==> config.mk <==
export PLATFORM = sky130hd
export DESIGN_NAME = jump_physics_flat
export DESIGN_NICKNAME = d
export VERILOG_FILES = /design/src/rtl/jump_physics_if.sv /design/src/rtl/jump_physics.sv /design/src/flat_wrapper.sv
export SDC_FILE = /design/constraint.sdc
export NUM_CORES = 1
export LEC_CHECK = 0
export CAP_MARGIN = 20
export CORE_ASPECT_RATIO = 1.25
export CORE_MARGIN = 2
export CORE_UTILIZATION = 55
export CTS_CLUSTER_DIAMETER = 120
export DETAILED_ROUTE_END_ITERATION = 10
export GPL_TIMING_DRIVEN = 0
export HOLD_SLACK_MARGIN = 0.03
export PLACE_DENSITY = 0.92
export SLEW_MARGIN = 30
export SYNTH_ARGS = -nofsm -noshare
export SYNTH_HDL_FRONTEND = slang
export SYNTH_SLANG_ARGS = --single-unit
==> constraint.sdc <==
create_clock -name clk -period 3.55 [get_ports clk]
set_input_delay 0.71 -clock clk [delete_from_list [all_inputs] [get_ports clk]]
set_output_delay 0.71 -clock clk [all_outputs]
set_load 0.05 [all_outputs]
==> src/rtl/jump_physics_if.sv <==
// Bundles the frame/button inputs and the motion outputs of the runner's jump engine.
// The controller side (debouncer/bench) uses master; the physics engine uses slave.
interface jump_physics_if #(
  parameter int H_W  = 10,
  parameter int V_W  = 8,
  parameter int JU_W = 2
);
  logic                  frame_tick;
  logic                  jump_req;
  logic                  duck;
  logic                  freeze;
  logic [H_W-1:0]        height;
  logic signed [V_W-1:0] vel;
  logic [1:0]            jumpstate;
  logic [JU_W-1:0]       jumps_used;
  logic                  landed;

  modport master (
    output frame_tick, jump_req, duck, freeze,
    input  height, vel, jumpstate, jumps_used, landed
  );

  modport slave (
    input  frame_tick, jump_req, duck, freeze,
    output height, vel, jumpstate, jumps_used, landed
  );
endinterface

==> src/rtl/jump_physics.sv <==
// Vertical-motion engine for the runner sprite: integrates signed velocity under gravity
// once per frame, with multi-jump, fast-fall, ceiling clamp and a freeze hold.
module jump_physics #(
  parameter int H_W       = 10,
  parameter int V_W       = 8,
  parameter int V0        = 20,
  parameter int G         = 1,
  parameter int DUCK_MUL  = 3,
  parameter int H_MAX     = 400,
  parameter int MAX_JUMPS = 2
) (
  input logic          clk,
  input logic          rst_n,
  jump_physics_if.slave phys
);

  localparam int JU_W = $clog2(MAX_JUMPS + 1);
  localparam int SW   = H_W + 2;

  localparam logic [V_W-1:0]        V0_V    = V_W'(V0);
  localparam logic [V_W-1:0]        V_MIN   = {1'b1, {(V_W-1){1'b0}}};
  localparam logic [V_W:0]          G_NORM  = (V_W+1)'(G);
  localparam logic [V_W:0]          G_DUCK  = (V_W+1)'(G * DUCK_MUL);
  localparam logic [H_W-1:0]        H_MAX_H = H_W'(H_MAX);
  localparam logic signed [SW-1:0]  H_MAX_S = SW'(H_MAX);
  localparam logic [JU_W-1:0]       MAX_J   = JU_W'(MAX_JUMPS);
  localparam logic [JU_W-1:0]       ONE_J   = JU_W'(1);

  typedef enum logic [1:0] {
    GROUND = 2'b00,
    RISE   = 2'b01,
    FALL   = 2'b10
  } jstate_e;

  jstate_e          state_q, state_d;
  logic [H_W-1:0]   height_q, height_d;
  logic [V_W-1:0]   vel_q, vel_d;
  logic [JU_W-1:0]  ju_q, ju_d;
  logic             landed_q, landed_d;
  logic             pending_q, pending_d;
  logic             jump_prev_q;

  logic                 jump_edge;
  logic signed [SW-1:0] sum;
  logic                 touch_down;
  logic                 hit_ceiling;
  logic [V_W:0]         grav;
  logic [V_W:0]         diff;
  logic [V_W-1:0]       vel_grav;
  logic                 vel_pos;

  // Height/velocity arithmetic is done one bit wider than height plus a sign bit so
  // a fall through the ground or a climb past the ceiling is visible before clamping.
  always_comb begin
    jump_edge   = phys.jump_req & ~jump_prev_q;
    sum         = $signed({2'b00, height_q}) + $signed({{(SW-V_W){vel_q[V_W-1]}}, vel_q});
    touch_down  = sum[SW-1] | (sum == '0);
    hit_ceiling = sum > H_MAX_S;
    grav        = phys.duck ? G_DUCK : G_NORM;
    diff        = {vel_q[V_W-1], vel_q} - grav;
    vel_grav    = (diff[V_W] != diff[V_W-1]) ? V_MIN : diff[V_W-1:0];
    vel_pos     = ~vel_grav[V_W-1] & (vel_grav != '0);
  end

  always_ff @(posedge clk or negedge rst_n) begin
    if (!rst_n) begin
      state_q     <= GROUND;
      height_q    <= '0;
      vel_q       <= '0;
      ju_q        <= '0;
      landed_q    <= 1'b0;
      pending_q   <= 1'b0;
      jump_prev_q <= 1'b0;
    end else begin
      state_q     <= state_d;
      height_q    <= height_d;
      vel_q       <= vel_d;
      ju_q        <= ju_d;
      landed_q    <= landed_d;
      pending_q   <= pending_d;
      jump_prev_q <= phys.jump_req;
    end
  end

  // A request edge arriving on a tick is only latched here; it is consumed on the following
  // tick. Landing wins over a re-jump and leaves the pending request for the next launch.
  always_comb begin
    state_d   = state_q;
    height_d  = height_q;
    vel_d     = vel_q;
    ju_d      = ju_q;
    landed_d  = 1'b0;
    pending_d = pending_q | jump_edge;

    if (phys.freeze) begin
      pending_d = 1'b0;
    end else if (phys.frame_tick) begin
      case (state_q)
        GROUND: begin
          if (pending_q) begin
            vel_d     = V0_V;
            state_d   = RISE;
            ju_d      = ONE_J;
            pending_d = jump_edge;
          end
        end
        default: begin
          if (touch_down) begin
            height_d = '0;
            vel_d    = '0;
            state_d  = GROUND;
            ju_d     = '0;
            landed_d = 1'b1;
          end else if (hit_ceiling) begin
            height_d = H_MAX_H;
            vel_d    = '0;
            state_d  = FALL;
          end else begin
            height_d = sum[H_W-1:0];
            if (pending_q && (ju_q < MAX_J)) begin
              vel_d     = V0_V;
              ju_d      = ju_q + ONE_J;
              state_d   = RISE;
              pending_d = jump_edge;
            end else begin
              vel_d   = vel_grav;
              state_d = vel_pos ? RISE : FALL;
              if (pending_q) begin
                pending_d = jump_edge;
              end
            end
          end
        end
      endcase
    end
  end

  always_comb begin
    phys.height     = height_q;
    phys.vel        = vel_q;
    phys.jumpstate  = state_q;
    phys.jumps_used = ju_q;
    phys.landed     = landed_q;
  end

endmodule

==> src/flat_wrapper.sv <==
// flat-port wrapper written by rule: the top's interface ports become plain ports
module jump_physics_flat 
#(
  parameter int H_W       = 10,
  parameter int V_W       = 8,
  parameter int V0        = 20,
  parameter int G         = 1,
  parameter int DUCK_MUL  = 3,
  parameter int H_MAX     = 400,
  parameter int MAX_JUMPS = 2
)
  (clk, rst_n, phys_frame_tick, phys_jump_req, phys_duck, phys_freeze, phys_height, phys_vel, phys_jumpstate, phys_jumps_used, phys_landed);
  jump_physics_if #(.H_W(H_W), .V_W(V_W), .JU_W((2))) phys_i ();
  input logic clk;
  input logic rst_n;
  input wire logic [$bits(phys_i.frame_tick)-1:0] phys_frame_tick;
  input wire logic [$bits(phys_i.jump_req)-1:0] phys_jump_req;
  input wire logic [$bits(phys_i.duck)-1:0] phys_duck;
  input wire logic [$bits(phys_i.freeze)-1:0] phys_freeze;
  output wire logic [$bits(phys_i.height)-1:0] phys_height;
  output wire logic [$bits(phys_i.vel)-1:0] phys_vel;
  output wire logic [$bits(phys_i.jumpstate)-1:0] phys_jumpstate;
  output wire logic [$bits(phys_i.jumps_used)-1:0] phys_jumps_used;
  output wire logic [$bits(phys_i.landed)-1:0] phys_landed;
  assign phys_i.frame_tick = phys_frame_tick;
  assign phys_i.jump_req = phys_jump_req;
  assign phys_i.duck = phys_duck;
  assign phys_i.freeze = phys_freeze;
  assign phys_height = phys_i.height;
  assign phys_vel = phys_i.vel;
  assign phys_jumpstate = phys_i.jumpstate;
  assign phys_jumps_used = phys_i.jumps_used;
  assign phys_landed = phys_i.landed;
  jump_physics #(.H_W(H_W), .V_W(V_W), .V0(V0), .G(G), .DUCK_MUL(DUCK_MUL), .H_MAX(H_MAX), .MAX_JUMPS(MAX_JUMPS)) u_core (.clk(clk), .rst_n(rst_n), .phys(phys_i));
endmodule
**Word-level counts from Yosys, hierarchy flattened**

Index checks and enable logic that the tools add are counted.

- Output and inout port bits: 23
- Logic and storage cells: 61
- Input port bits: 6
- Bits in read-only memories: 0
- Register bits: 25
- Memories: 0
- Bits in writable memories: 0
- Bits in latches: 0

- Shift operators: 0
- Reduce and logical (&&, ||, !) cells: 8
- $lt $le $gt $ge: 2
- Eq/ne operators: 3
- Bitwise gates (word level): 8
- $mul: 0
- Mux-type cells: 30
- Divide/modulo/power cells: 0
- Add/sub/neg operators: 3

Operators with widths:

| cell | count |
|---|---|
| 2-to-1 mux 8 bit | 6 |
| 2-to-1 mux 2 bit | 11 |
| 2-to-1 mux 10 bit | 2 |
| adder 11 x 8 -> 12 bit | 1 |
| > comparator 12 x 10 -> 1 bit, second input constant | 1 |
| zero test 12 bit | 1 |
| 2-to-1 mux 1 bit | 11 |
| subtractor 8 x 3 -> 9 bit | 1 |
| nonzero test 8 bit | 1 |
| AND reduction 3 bit | 2 |
| AND reduction 5 bit | 1 |
| NOT 1 bit | 4 |
| != test 3 x 2 -> 1 bit, second input constant | 1 |
| nonzero test 3 bit | 1 |
| adder 2 x 1 -> 2 bit, second input constant | 1 |
| AND 1 bit | 2 |
| zero test 2 bit | 1 |
| < comparator 2 bit, second input constant | 1 |
| != test 2 x 1 -> 1 bit, second input constant | 1 |
| bitwise OR 1 bit | 2 |
| logical AND 1 bit | 1 |
| != test 1 bit | 1 |

**Depth between registers and ports, before layout**

- Word-level depth: 11
- Depth in mapped cells: 12
- Gate-level depth less buffers: 11

**Least setup slack after synthesis**

OpenSTA, ideal clock, no wires.

- Path type: register -> register
- Start point: reg u_core.vel_q[1], in the netlist u_core.phys.vel[1]
- End point: reg u_core.vel_q[6], in the netlist u_core.phys.vel[6]
- Clock period less this slack: 3.162 ns
- Cell stages (with the launch flop): 11
- Setup time: 0.082 ns
- Data arrival time: 3.080 ns
- Slack: 0.388 ns
- Data required time: 3.468 ns
- Buffers on the path: 0
- Cells stage by stage: dfrtp_1 -> ha_1 -> a211o_1 -> or3_1 -> nor3_1 -> xnor2_1 -> ha_1 -> or3b_2 -> nor4_1 -> nand3_1 -> a31oi_1

- Word-level cells in the longest chain between the ends: 7
- Elaborated cells between the ends (all ways): 11
- Those cells by class: add/sub: 2; order compare: 1; eq/ne: 1; mux: 5; bitwise: 1; reduce/logical: 1

RTL lines:

| element | line | source |
|---|---|---|
| start: declaration | jump_physics.sv:37 | `logic [V_W-1:0] vel_q, vel_d;` |
| start signal: assignment | jump_physics.sv:77 | `vel_q <= vel_d;` |
| parallel branches: the longest is 5 deep, another holds adder 11 x 8 -> 12 bit | n/a |  |
| 2-to-1 mux 8 bit (*) | jump_physics.sv:108 | `if (touch_down) begin` |
| 2-to-1 mux 8 bit (*) | jump_physics.sv:98 | `case (state_q)` |

Mark *: on every way between the ends.
A chain may end at the register's enable or synchronous reset.

**Worst setup path in the final report**

- Start point: reg u_core.vel_q[0], in the netlist u_core.phys.vel[0]
- End point: reg u_core.vel_q[7], in the netlist u_core.phys.vel[7]

The elaborated chain is that of the path after synthesis.

==> flow_summary.ini <==
[layout]
nNetsFinal = 285
drive_gt1_share_pct = 17.9
utilization_pct = 68.8
stdcell_count = 317
area_growth_pct = 20.0
n_antenna_cell = 0

[sta]
max_slew_margin_pct = 51.8
period_minus_slack_ps = 3290
timing.final.crit_share_pct = 92.8
rsz0062_at_grt = false
finClkSkew_ps = 7.66
worst_slew_pin_slew_ps = 715
final_max_slew_viol_count = 0
setup_slack_ps = 256
hold_slack_ps = 416
setup_violations = 0
max_freq_ghz = 0.304
finalHoldViolations = 0

[synthesis]
synth-simple-area-share_pct = 21.7
synth_common_cells = dfrtp_1 (25), nand2_1 (23), ha_1 (13)
syn_inst = 230
synth_cell_types = 66
syn_nets = 251
yosysTopAreaCell = dfrtp_1
synth_area_leaders = dfrtp_1 (29%), ha_1 (7.4%), nand2_1 (3.9%), xnor2_1 (2.8%), a21oi_1 (2.3%)
synthMuxAreaShare_pct = 0.515
yosysMostFrequentCell = dfrtp_1
ys_seq_area_share_pct = 28.6
synth_top_family_by_area = compound AO/OA/AOI/OAI gates
ys_warn_count = 0
synth_top_area_share_pct = 28.6
syn_area_per_cell_um2 = 9.51
ys_ff_latch = 25
synth_compound_area_share_pct = 29.2
ys.flop_type = dfrtp_1
postSynth.asyncResetShare_pct = 100
synth-adder-area-share_pct = 9.26
netlist_area_mm2 = 0.00219
post_synth_xor_area_fraction_pct = 5.15
synth_edf_count = 0

[global_route]
track_usage_pct = 27.5
grt_max_degree = 26
antenna_found_initial = 0
met2_usage_pct = 45.0
grt_pass1_vias = 2003
grt_overflow_total = 0
grt_util_met3_pct = 2.61
grt_first_pass_wirelength_um = 9370
use_met1_pct = 35.3
top_usage_layer = met2

[critical_path]
worstRegToRegCells = 10
cp.arrival_ps = 3460
rrSetupSlack_ps = 260
worstReg2RegEnd = u_core.phys.vel[7]
r2r-start = u_core.phys.vel[0]
start_kind = register
cp_slowest_stage_delay_ps = 470
end_kind = register
critical_path_class = reg -> reg
critical_path.cell_chain = ha_1 > fa_1 > a211oi_2 > o21ai_0 > xnor2_1 > o211ai_1 > nand4_4 > nand3_4 > buf_6 > o32ai_2
critical_path.slowest_cell = dfrtp_1
crit_path_max_fanout = 10
required_ps = 3720

[cts]
clkLatencyLatePin_ps = 280
h-tree-depth = 1
cts_hold_buf = 0
cts_buffers = 3
clkTransAtPathRegs_ps = 100
cts.root.buffer_cell = clkbuf_8
cts_num_sinks = 25
tritoncts = built
cts_buffer_depth = 2

[floorplan]
die_x_um = 60.4
die_h_um = 74.5
num_rows = 25
start_util_pct = 57.3
dieArea_mm2 = 0.00450
core_area_mm2 = 0.00382
num_io_pins = 29

[routing]
drt_iter0_drc = 149
ant_nets = 0
vias_per_cell = 6.46
post-route-drc-count = 0
drt_first_pass_iters = 4
totalWireLength_um = 5490
num_vias = 2047
detail_route.wl_per_cell_um = 17.3

[min_path]
hold_class = in -> async

[status]
status = finished, final reports clean

[placement]
io_buffers = 28
place_congestion = 0.876
place_hpwl_um = 3900
dp_cells = 312
place_ws_ps = -391

[job]
maxCapViolations = 0
cells in the final DEF, fill, tap and decap left out, types with 3 or more instances in the layout:
master,count
dfrtp_1,25
a31oi_1,5
clkbuf_1,3
nor3_1,8
and2_1,4
buf_4,4
clkdlybuf4s50_1,26
o31ai_1,3
a41oi_1,3
o21ai_1,3
buf_6,4
o22ai_1,3
a21oi_1,10
clkbuf_8,3
nand2_1,23
nor2_1,9
nand2b_1,3
ha_1,13
xnor2_1,7
inv_1,9
a211oi_1,3
o21ai_2,4
o21ai_0,5
o211ai_1,4
nor4_1,3
xor2_1,4
or3_1,3
nand3_1,5
nand4_1,3
nor3b_1,3
a21o_1,4
critical path, delay by kind of cell, from the launching register on:
family	cells	cell delay [ps]
AO/OA/AOI/OAI	4	1030
XOR/XNOR	1	410
adder cells (fa/ha/maj)	2	750
buffers and inverters	1	180
flip-flops	1	470
AND/OR/NAND/NOR	2	340
final cells by class:
type,instances,area [um2]
flip-flops and latches,25,626
clock buffers,3,41.3
clock inverters,1,5.00
inverters,9,33.8
repair buffers,29,285
multi-input cells,184,1470
fillers,318,1190
plain buffers,12,93.8
well taps,54,67.6
cells by family after synthesis:
family / Yosys count
buf+inv: 21
simple gates: 81
flops: 25
compound gates: 75
mux: 1
fa+ha+maj: 15
xor+xnor: 12
registers in the layout, summed over array words and instances (netlist names):
| register | flops |
|---|---|
| u_core.phys.jumps_used | 2 |
| u_core.phys.landed | 1 |
| u_core.phys.height | 10 |
| u_core.phys.jumpstate | 2 |
| u_core.pending_q | 1 |
| u_core.phys.vel | 8 |
| u_core.jump_prev_q | 1 |
worst max-delay path by stage:
stage	slack, ps	to	from	cells after the start
after floorplan	390	u_core.phys.vel[6]	u_core.phys.vel[1]	10
after global placement	-330	u_core.phys.jumpstate[0]	phys_duck	13
after detailed placement	-390	u_core.phys.jumpstate[0]	phys_duck	13
after CTS	10	u_core.phys.jumpstate[0]	phys_duck	13
after global routing	90	u_core.phys.vel[7]	u_core.phys.vel[0]	10
final	260	u_core.phys.vel[7]	u_core.phys.vel[0]	10
through the flow:
stage / TNS (ps) / cell area (um2)
final: 0 / 2630
after CTS: 0 / 2590
after global routing: 0 / 2630
after detailed placement: -1580 / 2530
after floorplan: 0 / 2190
after global placement: -1160 / 2540
repair_timing:
| action | CTS | global route |
|---|---|---|
| gates resized for setup | 4 | 6 |
| cloned | 0 | 0 |
| endpoints found under the setup margin | 4 | 4 |
| pin swaps | 0 | 3 |
| buffers inserted | 0 | 1 |
layer usage:
metal / routed length, um / part of all wire (%)
met1: 2220 / 41
met2: 2730 / 50
met3: 324 / 5.9
met4: 204 / 3.7
met5: 0 / 0
Power is left out: the tool's default activity adds up to more than one toggle a clock period on the data nets, which glitch-free logic cannot reach.
